$ cat src/rtl/seq_tx_1011_if.sv
`default_nettype none
// ============================================================================
//  Module      : seq_tx_1011_if
//  Description : Payload handshake bundle for the 1011 frame transmitter.
//                The producer drives data_in/data_valid, and the transmitter
//                answers with data_ready.
//  Revision    : 1.0  initial release
// ============================================================================
interface seq_tx_1011_if #(
  parameter int DATA_W = 8
) ();
  logic [DATA_W-1:0] data_in;
  logic              data_valid;
  logic              data_ready;

  modport master (
    output data_in,
    output data_valid,
    input  data_ready
  );

  modport slave (
    input  data_in,
    input  data_valid,
    output data_ready
  );
endinterface
`default_nettype wire

$ cat src/rtl/seq_tx_1011.sv
`default_nettype none
// ============================================================================
//  Module      : seq_tx_1011
//  Description : Serial frame transmitter. Each accepted payload word is sent
//                one bit per clock as a 1011 preamble, then the payload
//                MSB-first, then an idle-low gap. All outputs are registered.
//  Revision    : 1.0  initial release
// ============================================================================
module seq_tx_1011 #(
  parameter int DATA_W     = 8,
  parameter int GAP_CYCLES = 2
) (
  input  wire logic       clk,
  input  wire logic       reset,
  seq_tx_1011_if.slave    bus,
  output logic            out_bit,
  output logic            out_valid,
  output logic            busy,
  output logic            done,
  output logic [7:0]      frame_cnt
);

  // The counter also sequences the 4-cycle preamble, so 4 joins the maximum.
  localparam int CNT_MAX = (DATA_W > GAP_CYCLES)
                           ? ((DATA_W > 4) ? DATA_W : 4)
                           : ((GAP_CYCLES > 4) ? GAP_CYCLES : 4);
  localparam int CNT_W   = $clog2(CNT_MAX + 1);
  localparam int SH_W    = DATA_W + 4;

  localparam logic [CNT_W-1:0] PRE_LAST = CNT_W'(3);
  localparam logic [CNT_W-1:0] PAY_LAST = CNT_W'(DATA_W - 1);
  localparam logic [CNT_W-1:0] GAP_LAST = CNT_W'((GAP_CYCLES > 0) ? (GAP_CYCLES - 1) : 0);

  typedef enum logic [1:0] {
    S_IDLE     = 2'd0,
    S_PREAMBLE = 2'd1,
    S_PAYLOAD  = 2'd2,
    S_GAP      = 2'd3
  } state_t;

  state_t            state;
  logic [CNT_W-1:0]  cnt;
  logic [SH_W-1:0]   sh;
  logic              ready_reg;

  assign bus.data_ready = ready_reg;

  // Frame sequencer. The preamble tail and the payload share one shift
  // register; its MSB is the next line bit. The first preamble '1' is
  // driven directly at the accept edge, so only "011" is stored ahead of
  // the payload.
  always_ff @(posedge clk) begin
    if (reset) begin
      state     <= S_IDLE;
      cnt       <= '0;
      sh        <= '0;
      out_bit   <= 1'b0;
      out_valid <= 1'b0;
      busy      <= 1'b0;
      done      <= 1'b0;
      frame_cnt <= 8'd0;
      ready_reg <= 1'b1;
    end else begin
      done <= 1'b0;
      case (state)
        S_IDLE: begin
          if (bus.data_valid) begin
            state     <= S_PREAMBLE;
            cnt       <= '0;
            sh        <= {3'b011, bus.data_in, 1'b0};
            out_bit   <= 1'b1;
            out_valid <= 1'b1;
            busy      <= 1'b1;
            ready_reg <= 1'b0;
          end else begin
            out_bit   <= 1'b0;
            out_valid <= 1'b0;
            busy      <= 1'b0;
            ready_reg <= 1'b1;
          end
        end

        S_PREAMBLE: begin
          out_bit <= sh[SH_W-1];
          sh      <= {sh[SH_W-2:0], 1'b0};
          if (cnt == PRE_LAST) begin
            state <= S_PAYLOAD;
            cnt   <= '0;
          end else begin
            cnt <= cnt + 1'b1;
          end
        end

        S_PAYLOAD: begin
          if (cnt == PAY_LAST) begin
            out_bit   <= 1'b0;
            out_valid <= 1'b0;
            done      <= 1'b1;
            frame_cnt <= frame_cnt + 8'd1;
            cnt       <= '0;
            if (GAP_CYCLES > 0) begin
              state <= S_GAP;
            end else begin
              // No gap: the done cycle is already IDLE, allowing a gapless stream.
              state     <= S_IDLE;
              busy      <= 1'b0;
              ready_reg <= 1'b1;
            end
          end else begin
            out_bit <= sh[SH_W-1];
            sh      <= {sh[SH_W-2:0], 1'b0};
            cnt     <= cnt + 1'b1;
          end
        end

        S_GAP: begin
          if (cnt == GAP_LAST) begin
            state     <= S_IDLE;
            busy      <= 1'b0;
            ready_reg <= 1'b1;
            cnt       <= '0;
          end else begin
            cnt <= cnt + 1'b1;
          end
        end

        default: begin
          state     <= S_IDLE;
          cnt       <= '0;
          out_bit   <= 1'b0;
          out_valid <= 1'b0;
          busy      <= 1'b0;
          ready_reg <= 1'b1;
        end
      endcase
    end
  end

endmodule
`default_nettype wire

$ cat src/flat_wrapper.sv
// flat-port wrapper written by rule: the top's interface ports become plain ports
module seq_tx_1011_flat 
#(
  parameter int DATA_W     = 8,
  parameter int GAP_CYCLES = 2
)
  (clk, reset, out_bit, out_valid, busy, done, frame_cnt, bus_data_in, bus_data_valid, bus_data_ready);
  seq_tx_1011_if #(.DATA_W(DATA_W)) bus_i ();
  input  wire logic clk;
  input  wire logic reset;
  output logic out_bit;
  output logic out_valid;
  output logic busy;
  output logic done;
  output logic [7:0] frame_cnt;
  input wire logic [$bits(bus_i.data_in)-1:0] bus_data_in;
  input wire logic [$bits(bus_i.data_valid)-1:0] bus_data_valid;
  output wire logic [$bits(bus_i.data_ready)-1:0] bus_data_ready;
  assign bus_i.data_in = bus_data_in;
  assign bus_i.data_valid = bus_data_valid;
  assign bus_data_ready = bus_i.data_ready;
  seq_tx_1011 #(.DATA_W(DATA_W), .GAP_CYCLES(GAP_CYCLES)) u_core (.clk(clk), .reset(reset), .bus(bus_i), .out_bit(out_bit), .out_valid(out_valid), .busy(busy), .done(done), .frame_cnt(frame_cnt));
endmodule
$ cat config.mk
export PLATFORM = sky130hd
export DESIGN_NAME = seq_tx_1011_flat
export DESIGN_NICKNAME = d
export VERILOG_FILES = /design/src/rtl/seq_tx_1011_if.sv /design/src/rtl/seq_tx_1011.sv /design/src/flat_wrapper.sv
export SDC_FILE = /design/constraint.sdc
export NUM_CORES = 1
export LEC_CHECK = 0
export CORE_ASPECT_RATIO = 0.9
export CORE_MARGIN = 2
export CORE_UTILIZATION = 52
export CTS_CLUSTER_DIAMETER = 80
export CTS_CLUSTER_SIZE = 30
export DETAILED_ROUTE_END_ITERATION = 16
export PLACE_DENSITY = 0.84
export SYNTH_ARGS = -nofsm -noshare
export SYNTH_HDL_FRONTEND = slang
export SYNTH_SLANG_ARGS = --single-unit
$ cat constraint.sdc
create_clock -name clk -period 2.5 [get_ports clk]
set_clock_uncertainty 0.2 [all_clocks]
set_input_delay 0.625 -clock clk [delete_from_list [all_inputs] [get_ports clk]]
set_output_delay 0.625 -clock clk [all_outputs]
set_load 0.03 [all_outputs]
==> results.sh <==
export IMPL_status="finished, final reports clean"
export IMPL_grt_ovfl_total=0
export IMPL_final_util_pct=66.99
export IMPL_viasPerCell=5.463
export IMPL_clk_path_buf_depth=2
export IMPL_ant_nets=0
export IMPL_worst_path_largest_cell_delay_ns=0.70
export IMPL_cts_tree="built"
export IMPL_start_kind="flop"
export IMPL_worstSkewPairLatency_ns=0.32
export IMPL_ys_warn_count=0
export IMPL_crit_path_max_fanout=5
export IMPL_die_y_um=55
export IMPL_wl_um=2955
export IMPL_first_pass_iters=4
export IMPL_synth_seq_cells=30
export IMPL_cp_cell_sequence="clkdlybuf4s50_1"
export IMPL_io_pins=24
export IMPL_numCtsBuffers=5
export IMPL_worstMarginPinSlew_ns=0.4930
export IMPL_nNetsFinal=207
export IMPL_placed_cell_area_um2=1762
export IMPL_wire_per_inst_um=12.90
export IMPL_diodes=0
export IMPL_cp_end_kind="output pin"
export IMPL_slew_violations=0
export IMPL_ys_seq_area_share_pct=39.97
export IMPL_ctsHoldBuffers=0
export IMPL_area_growth_pct=22.48
export IMPL_synthCells=162
export IMPL_stdcell_area_um2=1841
export IMPL_p_leak_uw=0.0006885
export IMPL_cp_top_family="buffers and inverters"
export IMPL_rsz0062_at_grt="false"
export IMPL_chipWidth_um=60.67
export IMPL_worstPathArrival_ns=1.43
export IMPL_syn_area_um2=1503
export IMPL_dp_hpwl_um=2266
export IMPL_r2r_start="u_core.state[0]$_SDFFE_PP0P_"
export IMPL_hold_violations=0
export IMPL_final_common_cell="dfxtp_1"
export IMPL_start_util_pct=54.69
export IMPL_place_congestion=0.9280
export IMPL_clock_sinks=30
export IMPL_peakVddDrop_mv=0.7469
export IMPL_drive_gt1_share_pct=13.23
export IMPL_setup_viol=0
export IMPL_synth_nets=181
export IMPL_grt_total_usage_pct=20.25
export IMPL_min_period_ns=2.256
export IMPL_grt_pass1_wl_um=5009
export IMPL_period_share_pct=90.24
export IMPL_vias=1251
export IMPL_cp_slowest_cell="clkdlybuf4s50_1"
export IMPL_hold_path_class="flop to flop"
export IMPL_synth_edf_count=0
export IMPL_cts_setup_buffers=0
export IMPL_numPortBuffers=23
export IMPL_grt_max_degree=23
export IMPL_synth_cell_types=41
export IMPL_htree_num_levels=2
export IMPL_synthArstFlopShare_pct=0
export IMPL_synth_ff_type="dfxtp_1"
export IMPL_syn_avg_cell_area_um2=9.276
export IMPL_slew_headroom_pct=67.10
export IMPL_dpl_cell_count=221
export IMPL_drt_iter0_drc=57
export IMPL_crit_required_ns=1.67
export IMPL_fp_row_count=18
export IMPL_setup_tns_ns=0
export IMPL_coreArea_um2=2748
export IMPL_grt_pass1_vias=1217
export IMPL_drcViolationCount=0
export IMPL_num_fill_cells=227
export IMPL_setup_worst_path_start="u_core.frame_cnt[0]$_SDFFE_PP0P_"
export IMPL_clk_pin_slew_ns=0.09
export IMPL_worstSetupPathType="flop to output pin"
export IMPL_final_cells=229
export IMPL_post_cts_resize_count=0
export IMPL_min_from="u_core.busy$_SDFFE_PP0P_"
export IMPL_clockRootBuffer="clkbuf_4"
export IMPL_final_cell_mix="dfxtp_1 (30), clkdlybuf4s50_1 (23), nor2_1 (17)"
export IMPL_die_area_um2=3337
export IMPL_grt_antenna_before_repair=0
export IMPL_clock_fmax_ghz=0.4433
export IMPL_drv_cap=0
export IMPL_power_density_nw_per_um2=1014
export IMPL_worstPathBufferInverterCount=1
[final timing paths]
| kind | endpoint | slack [ns] | cells past startpoint |
|---|---|---|---|
| max | frame_cnt[0] | 0.24 | 1 |
| min | u_core.busy$_SDFFE_PP0P_ | 0.26 | 2 |
| max reg2reg | u_core.sh[8]$_SDFFE_PP0P_ | 0.41 | 7 |
| min reg2reg | u_core.busy$_SDFFE_PP0P_ | 0.26 | 2 |
[registers in the layout (all words and copies together), names as in the netlist]
signal,flops
u_core.busy,1
u_core.state,2
u_core.out_valid,1
u_core.cnt,4
u_core.bus.data_ready,1
u_core.frame_cnt,8
u_core.sh,11
u_core.done,1
u_core.out_bit,1
[cell type report]
class	instances	area (um^2)	share of cell area, %
Multi-Input combinational cell	115	813.3	44.19
Inverter	8	30.03	1.632
Clock buffer	8	78.83	4.283
Timing Repair Buffer	28	267.8	14.55
Sequential cell	30	600.6	32.63
Tap cell	40	50.05	2.719
[power breakdown]
group | total (uW) | switching [uW] | internal, uW | leakage [uW]
Combinational | 844 | 487 | 357 | 0.000398
Sequential | 666 | 71.4 | 595 | 0.000246
Clock | 356 | 164 | 192 | 0.0000446
[routing by layer]
| metal | wire length (um) | up-vias | GRT usage (%) |
|---|---|---|---|
| li1 | - | 617 | - |
| met1 | 1253 | 586 | 23.00 |
| met2 | 1505 | 38 | 35.30 |
| met3 | 134 | 10 | 5.116 |
| met4 | 61 | 0 | 10.51 |
| met5 | 0 | - | 0 |
[synth_stat cells, types with 3 or more instances]
cell type,n,area (um^2)
nor2_1,17,63.81
a211oi_2,7,87.58
a21oi_2,3,26.28
mux2i_1,8,80.08
nand4_1,3,18.77
inv_1,8,30.03
nand2_1,13,48.80
dfxtp_1,30,600.6
o21ai_0,4,20.02
buf_6,3,33.78
xor2_1,3,26.28
a21oi_1,6,30.03
nand2b_1,7,43.79
nand3_1,5,25.02
ha_1,8,100.1
xnor2_1,4,35.03
[metrics by stage]
stage | total power [uW] | setup WS [ns] | hold slack, ns
2_1_floorplan | 1318 | 0.6961 | 0.2454
3_3_place_gp | 1466 | 0.3399 | 0.2446
3_5_place_dp | 1512 | 0.2379 | 0.2480
4_1_cts | 1868 | 0.2274 | 0.2614
5_1_grt | 1989 | 0.1771 | 0.2994
6_report | 1866 | 0.2440 | 0.2593
[kinds of logic (layout without fill, tap and decap cells)]
kind of cell               count (synthesis)  after routing  synth area share (%)
AOI/OAI and AO/OA                         32             32                 16.74
xor gates and xnor gates                   7              7                 4.080
adders and majority gates                  8              8                 6.661
buffers and inverters                     17             44                 5.912
DFF                                       30             30                 39.97
muxes                                      8              8                 5.329
and+or+nand+nor                           60             60                 21.32
Note: power is estimated with default switching activity, not from simulation.
